File: src/rtl/reg_dump_pkg.sv
// Shared definitions for the register readback transmitter: FSM states,
// snapshot field layout, frame geometry and the byte/checksum helpers.
package reg_dump_pkg;

    typedef enum logic [1:0] {
        IDLE = 2'd0,
        HDR  = 2'd1,
        DATA = 2'd2,
        CSUM = 2'd3
    } state_e;

    localparam logic [7:0] HEADER_DEFAULT = 8'hA5;

    // Field positions inside the 32-bit snapshot word
    localparam int F_A_LSB = 0;
    localparam int F_A_W   = 8;
    localparam int F_B_LSB = 8;
    localparam int F_B_W   = 13;
    localparam int F_C_LSB = 21;
    localparam int F_C_W   = 5;
    localparam int F_D_LSB = 26;
    localparam int F_D_W   = 3;
    localparam int F_E_LSB = 29;
    localparam int F_E_W   = 1;

    localparam int WORD_W      = 32;
    localparam int FRAME_BYTES = 6;

    // Index of the last data byte: the frame is header + data + checksum
    localparam logic [1:0] LAST_IDX = 2'(FRAME_BYTES - 3);

    // Assemble the snapshot word; the two top bits stay zero
    function automatic logic [WORD_W-1:0] pack_word(
        input logic [F_A_W-1:0] a,
        input logic [F_B_W-1:0] b,
        input logic [F_C_W-1:0] c,
        input logic [F_D_W-1:0] d,
        input logic [F_E_W-1:0] e
    );
        logic [WORD_W-1:0] w;
        w = 32'h0000_0000;
        w[F_A_LSB +: F_A_W] = a;
        w[F_B_LSB +: F_B_W] = b;
        w[F_C_LSB +: F_C_W] = c;
        w[F_D_LSB +: F_D_W] = d;
        w[F_E_LSB +: F_E_W] = e;
        return w;
    endfunction

    // Select one little-endian byte of the snapshot word
    function automatic logic [7:0] word_byte(
        input logic [WORD_W-1:0] w,
        input logic [1:0]        idx
    );
        logic [7:0] b;
        case (idx)
            2'd0:    b = w[7:0];
            2'd1:    b = w[15:8];
            2'd2:    b = w[23:16];
            2'd3:    b = w[31:24];
            default: b = 8'h00;
        endcase
        return b;
    endfunction

    // Frame checksum: XOR of the four data bytes, header excluded
    function automatic logic [7:0] xor_csum(input logic [WORD_W-1:0] w);
        return w[7:0] ^ w[15:8] ^ w[23:16] ^ w[31:24];
    endfunction

endpackage

File: src/rtl/reg_dump_tx.sv
// Register readback transmitter. A request snapshots the register fields
// into one word and streams it as HEADER, 4 data bytes, XOR checksum over
// a valid/ready byte interface. All outputs come straight from flops.
module reg_dump_tx
    import reg_dump_pkg::*;
#(
    parameter logic [7:0] HEADER = HEADER_DEFAULT
) (
    input  logic        clk,
    input  logic        rst,
    input  logic        req,
    input  logic [7:0]  r8,
    input  logic [12:0] r13,
    input  logic [4:0]  r5,
    input  logic [2:0]  r3,
    input  logic        r1,
    output logic [7:0]  tx_data,
    output logic        tx_valid,
    input  logic        tx_ready,
    output logic        busy,
    output logic        done
);

    state_e              state_r;
    state_e              state_s;
    logic [1:0]          idx_r;
    logic [1:0]          idx_s;
    logic [WORD_W-1:0]   snap_r;
    logic [7:0]          csum_r;
    logic [WORD_W-1:0]   word_s;
    logic                capture_s;
    logic                xfer_s;
    logic [7:0]          tx_data_s;
    logic                tx_valid_s;
    logic                busy_s;
    logic                done_s;

    assign word_s = pack_word(r8, r13, r5, r3, r1);
    assign xfer_s = tx_valid & tx_ready;

    // Next-state and next-output decode; the byte for the next beat is
    // prepared here so tx_data can be a plain register
    always_comb begin
        state_s    = state_r;
        idx_s      = idx_r;
        tx_data_s  = tx_data;
        tx_valid_s = tx_valid;
        busy_s     = busy;
        done_s     = 1'b0;
        capture_s  = 1'b0;
        case (state_r)
            IDLE: begin
                if (req) begin
                    capture_s  = 1'b1;
                    state_s    = HDR;
                    idx_s      = 2'd0;
                    tx_data_s  = HEADER;
                    tx_valid_s = 1'b1;
                    busy_s     = 1'b1;
                end else begin
                    tx_data_s  = 8'h00;
                    tx_valid_s = 1'b0;
                    busy_s     = 1'b0;
                end
            end
            HDR: begin
                if (xfer_s) begin
                    state_s   = DATA;
                    idx_s     = 2'd0;
                    tx_data_s = word_byte(snap_r, 2'd0);
                end else begin
                    state_s   = HDR;
                end
            end
            DATA: begin
                if (xfer_s) begin
                    if (idx_r == LAST_IDX) begin
                        state_s   = CSUM;
                        idx_s     = 2'd0;
                        tx_data_s = csum_r;
                    end else begin
                        idx_s     = idx_r + 2'd1;
                        tx_data_s = word_byte(snap_r, idx_r + 2'd1);
                    end
                end else begin
                    state_s = DATA;
                end
            end
            CSUM: begin
                if (xfer_s) begin
                    state_s    = IDLE;
                    tx_data_s  = 8'h00;
                    tx_valid_s = 1'b0;
                    busy_s     = 1'b0;
                    done_s     = 1'b1;
                end else begin
                    state_s = CSUM;
                end
            end
            default: begin
                state_s    = IDLE;
                idx_s      = 2'd0;
                tx_data_s  = 8'h00;
                tx_valid_s = 1'b0;
                busy_s     = 1'b0;
            end
        endcase
    end

    // FSM state, byte index and registered interface outputs
    always_ff @(posedge clk) begin
        if (rst) begin
            state_r  <= IDLE;
            idx_r    <= 2'd0;
            tx_data  <= 8'h00;
            tx_valid <= 1'b0;
            busy     <= 1'b0;
            done     <= 1'b0;
        end else begin
            state_r  <= state_s;
            idx_r    <= idx_s;
            tx_data  <= tx_data_s;
            tx_valid <= tx_valid_s;
            busy     <= busy_s;
            done     <= done_s;
        end
    end

    // Snapshot and checksum capture; both freeze for the whole frame
    always_ff @(posedge clk) begin
        if (rst) begin
            snap_r <= 32'h0000_0000;
            csum_r <= 8'h00;
        end else if (capture_s) begin
            snap_r <= word_s;
            csum_r <= xor_csum(word_s);
        end else begin
            snap_r <= snap_r;
            csum_r <= csum_r;
        end
    end

endmodule

File: config.mk
export PLATFORM = sky130hd
export DESIGN_NAME = reg_dump_tx
export DESIGN_NICKNAME = d
export VERILOG_FILES = /design/src/rtl/reg_dump_pkg.sv /design/src/rtl/reg_dump_tx.sv
export SDC_FILE = /design/constraint.sdc
export NUM_CORES = 1
export LEC_CHECK = 0
export ABC_AREA = 1
export CAP_MARGIN = 20
export CORE_ASPECT_RATIO = 1.75
export CORE_MARGIN = 5
export CORE_UTILIZATION = 24
export CTS_BUF_LIST = sky130_fd_sc_hd__clkbuf_16
export CTS_CLUSTER_SIZE = 10
export DETAILED_ROUTE_END_ITERATION = 12
export SYNTH_ARGS = -nofsm -noshare
export SYNTH_HDL_FRONTEND = slang
export SYNTH_SLANG_ARGS = --single-unit
File: constraint.sdc
create_clock -name clk -period 1.6 [get_ports clk]
set_input_delay 0.32 -clock clk [delete_from_list [all_inputs] [get_ports clk]]
set_output_delay 0.32 -clock clk [all_outputs]
set_load 0.05 [all_outputs]
==> run metrics, run 1 <==
register area 1040 sq um; first-pass GRT wire length 10.6 mm; RSZ-0062 raised after global routing false; post-route ant nets 0; standard-cell rows 49; # clock sinks 52; Synth cell types 25; area share of the largest cell type after synthesis 41.2%; First-pass DRT Iterations 5; CP Cell Sequence inv_1 > ha_1 > nand2_1 > nand2_1 > o21ai_0 > nand2_1 > nand2_1 > a21oi_1; Adder-Cell Fraction of Synth Area 1.98%; I/O pins 45; Setup crit start kind flip-flop; Final Skew 0.00470 ns; fin cells 518; Post-Syn Nets 388; worst hold path type flip-flop to flip-flop; count of final setup violators 0; CP top delay family flip-flops; detailed-route vias per instance 4.32; Clock Pin Slew Worst Setup and Hold Paths 0.06 ns; top cells by area, synth dfxtp_1 41%, nor2_1 12%, nand2_1 8.5%; CTS Root Cell clkbuf_16; most frequent CP cell nand2_1; Area Growth Syn to Fin 29.5%; Setup CP Type flip-flop to flip-flop; Seq/Total Area, Yosys 41.2%; Worst slew margin 74.7%; GRT Total Usage 10.4%; proportion of layout cells with a drive suffix above 1 10.2%; fmax 700 MHz; CP Data Required Time 1.78 ns; Worst Path Max Fanout 6; largest net degree at the start of global routing 33; Internal 2300 uW; total of max-cap violations 0; Top FF cell, synth dfxtp_1; asr flop ratio synth 0%; cell count after synthesis 350; total CTS buffers 5; Syn Area/Cell 7.21 sq um; antenna diode count 0; starting density of the core 24.5%; CTS tree done; Post-Route WL 6.36 mm; clk buf depth 2; Final Hold Slack 0.475 ns; vias in the first global route 2207; Synth warnings 0; IO buf count 44; worst-margin pin slew 0.379 ns; final hold vios 0; drt drc 0; area occupied by multi-input gates 1270 sq um; global route total overflow 0; Setup Fix Bufs, Post-CTS 0; sequential power share 45.8%; #FFs+latches synth 52; dpl cells 513; HPWL after DPL 4.94 mm; net switching power 932 uW; Synth Area in Simple Gates 25.1%; post-synthesis compound-gate area fraction 15.7%; slowest CP cell dfxtp_1; Mapped Area 2520 sq um; post-synth top area cell dfxtp_1; initial antenna violation count 0; Worst-Skew Late Latency 0.29 ns; total core area 10300 sq um; fillers 1146; Clk network pwr share 30.5%; PwrDens 989 nW/um^2; Placer Congestion 0.790; Leak Pwr 0.00137 uW; combinational fraction of design power 23.7%; synth cell count leaders 79 x nor2_1, 57 x nand2_1, 52 x dfxtp_1; number of synthesized flops with an enable pin 0; Die ar. 12700 sq um; maximum VDD drop 0.419 mV; Worst EP arrival 1.61 ns; main combinational cell family by area after synthesis simple AND/OR/NAND/NOR gates; post-synthesis mux area share 0%; final worst-path cycle share 89.3%; WL per Instance 12.3 um; Setup crit end kind flip-flop; DR vias 2240; H-tree Lvls 2; height of the chip 146 um; Max stage delay on crit path 0.41 ns; Initial DRC Count 128; Util after Layout 31.7%; Max Slew Vio Count 0; sw frac 28.8%; Chip Width 87.5 um; status complete, no violations; crit path time final 1.43 ns; XOR/XNOR share of the synthesized area 7.29%; top-count cell post-synth nor2_1; post-layout net count 431; Crit path buffers/inverters 1
==> what timing repair did <==
action	4_1_cts	5_1_grt
gates resized for setup	0	1
endpoints found under the hold margin	0	0
endpoints found under the setup margin	0	1
hold buffers	0	0
==> cells by family (layout without fill, tap and decap cells) <==
logic type               Yosys count  after routing
AO/OA/AOI/OAI                     76             76
XOR/XNOR                          21             21
adder cells (fa/ha/maj)            4              4
buffers and inverters             45             86
flip-flops                        52             52
AND/OR/NAND/NOR                  152            152
==> layout make-up <==
cell class | instances | share of cell area (%)
Inverter | 27 | 3.10
Sequential cell | 52 | 31.8
Multi-Input combinational cell | 253 | 38.8
Timing Repair Buffer | 54 | 17.6
Clock buffer | 5 | 3.83
Tap cell | 127 | 4.86
==> registers in the layout, summed over array words and instances, names as in the netlist <==
register,flops
snap_r,30
state_r,2
busy,1
done,1
tx_data,8
idx_r,2
csum_r,8
==> metrics by stage <==
| step | total power [uW] | cell area, sq um | setup TNS, ns | worst slack (ns) |
|---|---|---|---|---|
| floorplan | 2000 | 2520 | 0 | 0.171 |
| global placement | 2270 | 3140 | 0 | 0.0292 |
| detailed placement | 2280 | 3140 | -0.00202 | -0.00109 |
| CTS | 3270 | 3270 | 0 | 0.124 |
| global route | 3410 | 3270 | 0 | 0.0187 |
| finish | 3230 | 3270 | 0 | 0.171 |
==> worst paths after layout <==
kind	slack, ns	start	endpoint	depth (start not counted)
worst max register to register	0.17	idx_r[0]	tx_data[1]	8
worst max-delay path	0.17	idx_r[0]	tx_data[1]	8
worst min register to register	0.48	tx_data[1]	tx_data[1]	2
worst min-delay path	0.48	tx_data[1]	tx_data[1]	2
==> cell usage in the layout, fill, tap and decap left out, drive strengths merged, types with 4 or more instances in the layout <==
| cell | instances |
|---|---|
| a21oi | 26 |
| nor2 | 84 |
| nand2 | 60 |
| inv | 27 |
| nand3 | 7 |
| clkbuf | 5 |
| buf | 21 |
| dfxtp | 52 |
| o21ai | 45 |
| clkdlybuf4s50 | 33 |
| xnor2 | 20 |
| ha | 4 |
==> metal layers <==
metal / vias to the layer above / wire length, um / track usage, %
met5: - / 0 / 0
met4: 0 / 155 / 4.92
met3: 9 / 169 / 1.42
met2: 36 / 3530 / 19.1
met1: 1014 / 2510 / 11.3
li1: 1181 / - / -
==> worst register-to-register path, stage by stage (launching register included) <==
cell,delay [ns]
dfxtp_1,0.41
inv_1,0.09
ha_1,0.31
nand2_1,0.11
nand2_1,0.05
o21ai_0,0.17
nand2_1,0.07
nand2_1,0.06
a21oi_1,0.05
==> power groups by stage <==
stage | clock network (uW) | logic (uW) | registers, uW
final | 988 | 766 | 1480
after floorplan | 0 | 434 | 1560
after global placement | 0 | 763 | 1510
after CTS | 1020 | 776 | 1480
after global routing | 1060 | 847 | 1490
after detailed placement | 0 | 772 | 1510
(Power assumes the default switching activity.)
==> run 2, diff against run 1 <==
--- a/config.mk
+++ b/config.mk
@@ -5,7 +5,6 @@
 export SDC_FILE = /design/constraint.sdc
 export NUM_CORES = 1
 export LEC_CHECK = 0
-export ABC_AREA = 1
 export CAP_MARGIN = 20
 export CORE_ASPECT_RATIO = 1.75
 export CORE_MARGIN = 5
==> run 2 against run 1 <==
  * Combinational power down 19%
  * Clock power about the same
  * Wire length down 1.9%
  * Non-clock buffer count up 3
  * Critical path depth down 4
  * Via count down 3.4%
  * Sequential share of layout area down 0.32 points
  * Sequential power about the same
  * Largest power group unchanged
==> run metrics, run 2 <==
Worst Path Max Fanout 15; I/O pins 45; count of final setup violators 0; CTS tree done; HP Start rst; Setup CP Type flip-flop to flip-flop; PwrDens 932 nW/um^2; fmax 674 MHz; first-pass GRT wire length 10.3 mm; Leak Pwr 0.00118 uW; DR vias 2164; Setup crit start kind flip-flop; maximum VDD drop 0.412 mV; area occupied by multi-input gates 1300 sq um; initial antenna violation count 0; detailed-route vias per instance 4.58; aggregate negative setup slack 0 ns; busiest grt layer met2; Post-Syn Nets 341; Syn Area/Cell 8.13 sq um; Top FF cell, synth dfxtp_1; register area 1040 sq um; post-layout net count 383; total CTS buffers 5; total core area 10200 sq um; Placer Congestion 0.793; post-synth top area cell dfxtp_1; H-tree Lvls 2; asr flop ratio synth 0%; Worst-Skew Late Latency 0.29 ns; GRT Total Usage 10.3%; global route total overflow 0; Worst slew margin 67.9%; starting density of the core 24.2%; post-route setup slack 0.117 ns; area share of the largest cell type after synthesis 42.3%; Max Slew Vio Count 0; Most flops, register snap_r; synth cell count leaders 66 x nand2_1, 52 x dfxtp_1, 48 x a21oi_1; cell count after synthesis 303; met3 usage 2.05%; clk buf depth 2; top-count cell post-synth nand2_1; met1 Usage GRT 10.9%; post-route ant nets 0; number of synthesized flops with an enable pin 0; Clock Pin Slew Worst Setup and Hold Paths 0.07 ns; height of the chip 144 um; Chip Width 86.6 um; dpl ws -0.109 ns; drt drc 0; Largest regs snap_r (30), csum_r (8), tx_data (8); total of max-cap violations 0; Setup crit end kind flip-flop; r2r startpoint state_r[0]; worst-margin pin slew 0.481 ns; Initial DRC Count 123; vias in the first global route 2201; global routing usage on met2 19.2%; crit path time final 1.48 ns; worst hold path type input pin to flip-flop; HPWL after DPL 4.76 mm; antenna diode count 0; reg2reg setup slack 0.12 ns; max reg flops 30; Synth warnings 0; top cells by area, synth dfxtp_1 42%, nand2_1 10%, a21oi_1 9.8%; most frequent cells in the layout 66 x nand2_1, 50 x dfxtp_1, 48 x a21oi_1, 32 x clkdlybuf4s50_1, 18 x nor2_1; Area Growth Syn to Fin 34.4%; hold-fix buffers at CTS 0; proportion of layout cells with a drive suffix above 1 14.2%; Final Skew 0.00975 ns; Die ar. 12500 sq um; status complete, no violations; final worst-path cycle share 92.7%; Seq/Total Area, Yosys 42.3%; Synth cell types 38; largest net degree at the start of global routing 37; CP Data Required Time 1.78 ns; Mapped Area 2460 sq um; First-pass DRT Iterations 4; Post-Route WL 6.24 mm; commonest non-fill, non-tap cell in the layout nand2_1; final hold vios 0; fillers 1115; Worst EP arrival 1.66 ns; # clock sinks 52; crit path from state_r[0]; CTS Root Cell clkbuf_16; IO buf count 44; RSZ-0062 raised after global routing false; standard-cell rows 49; #FFs+latches synth 52; WL per Instance 13.2 um
==> run 2: cell types whose count changed in the layout (fill, tap and decap cells not counted), sizes merged, moves of 6 or more <==
cell,before,now
nand2,60,67
a221oi,0,7
nor2,84,19
o21ai,45,4
a22oi,0,8
inv,27,10
a21oi,26,48
nor3,1,10
a211oi,0,6
==> run 2: per-layer routing <==
| metal | routed length [um] | vias to the layer above | part of all wire [%] |
|---|---|---|---|
| li1 | - | 1107 | - |
| met2 | 3400 | 47 | 54 |
| met1 | 2450 | 1002 | 39 |
| met3 | 225 | 8 | 3.6 |
| met4 | 161 | 0 | 2.6 |
| met5 | 0 | - | 0 |
==> run 2: power breakdown <==
part | leakage [uW] | switching [uW] | internal [uW]
Combinational | 0.000682 | 326 | 297
Sequential | 0.000428 | 61.2 | 1380
Clock | 0.0000710 | 448 | 569
==> run 2: cells by family (layout without fill, tap and decap cells) <==
| kind of cell | after synthesis | in the layout | synth area share, % |
|---|---|---|---|
| compound gates | 81 | 81 | 20.4 |
| xor+xnor | 23 | 23 | 8.18 |
| fa+ha+maj | 4 | 4 | 2.03 |
| buf+inv | 32 | 75 | 7.21 |
| flops | 52 | 52 | 42.3 |
| simple gates | 111 | 111 | 19.9 |
==> run 2: path summary, 6_finish.rpt <==
path	endpoint	depth (start not counted)
max	idx_r[0]	4
min	snap_r[3]	2
max reg2reg	idx_r[0]	4
min reg2reg	snap_r[17]	2
==> run 2: through the flow <==
step / util (%) / cells / hold slack [ns] / power (uW) / area [sq um]
finish: 32.5 / 473 / 0.379 / 3090 / 3310
global route: 32.5 / 473 / 0.417 / 3220 / 3310
detailed placement: 30.6 / 465 / 0.447 / 2100 / 3110
global placement: 30.6 / 465 / 0.443 / 2090 / 3110
floorplan: - / 303 / 0.431 / 1840 / 2460
CTS: 32.0 / 473 / 0.376 / 3120 / 3250
==> run 2: critical path: stages, from the launching register on <==
cell,delay [ns]
dfxtp_1,0.62
nand3_1,0.24
a21oi_1,0.21
nor3_2,0.06
a22o_1,0.25
==> run 2: layout make-up <==
| class | instances | area share [%] |
|---|---|---|
| clock buffer | 5 | 3.78 |
| clock inverter | 3 | 0.416 |
| inverter | 10 | 1.13 |
| multi-input combinational | 219 | 39.3 |
| sequential | 52 | 31.5 |
| tap | 127 | 4.80 |
| timing repair buffer | 57 | 19.0 |
==> run 2: repair_timing <==
item	4_1_cts	5_1_grt
buffers inserted	0	0
resized for setup	1	12
pin swaps	0	0
setup endpoints to repair	1	6
==> run 3, diff against run 2 <==
--- a/config.mk
+++ b/config.mk
@@ -10,6 +10,7 @@
 export CORE_MARGIN = 5
 export CORE_UTILIZATION = 24
 export CTS_BUF_LIST = sky130_fd_sc_hd__clkbuf_16
+export CTS_CLUSTER_DIAMETER = 100
 export CTS_CLUSTER_SIZE = 10
 export DETAILED_ROUTE_END_ITERATION = 12
 export SYNTH_ARGS = -nofsm -noshare
==> results of run 3 <==
Same layout as run 2: the final DEF is identical, and so are final timing and power.
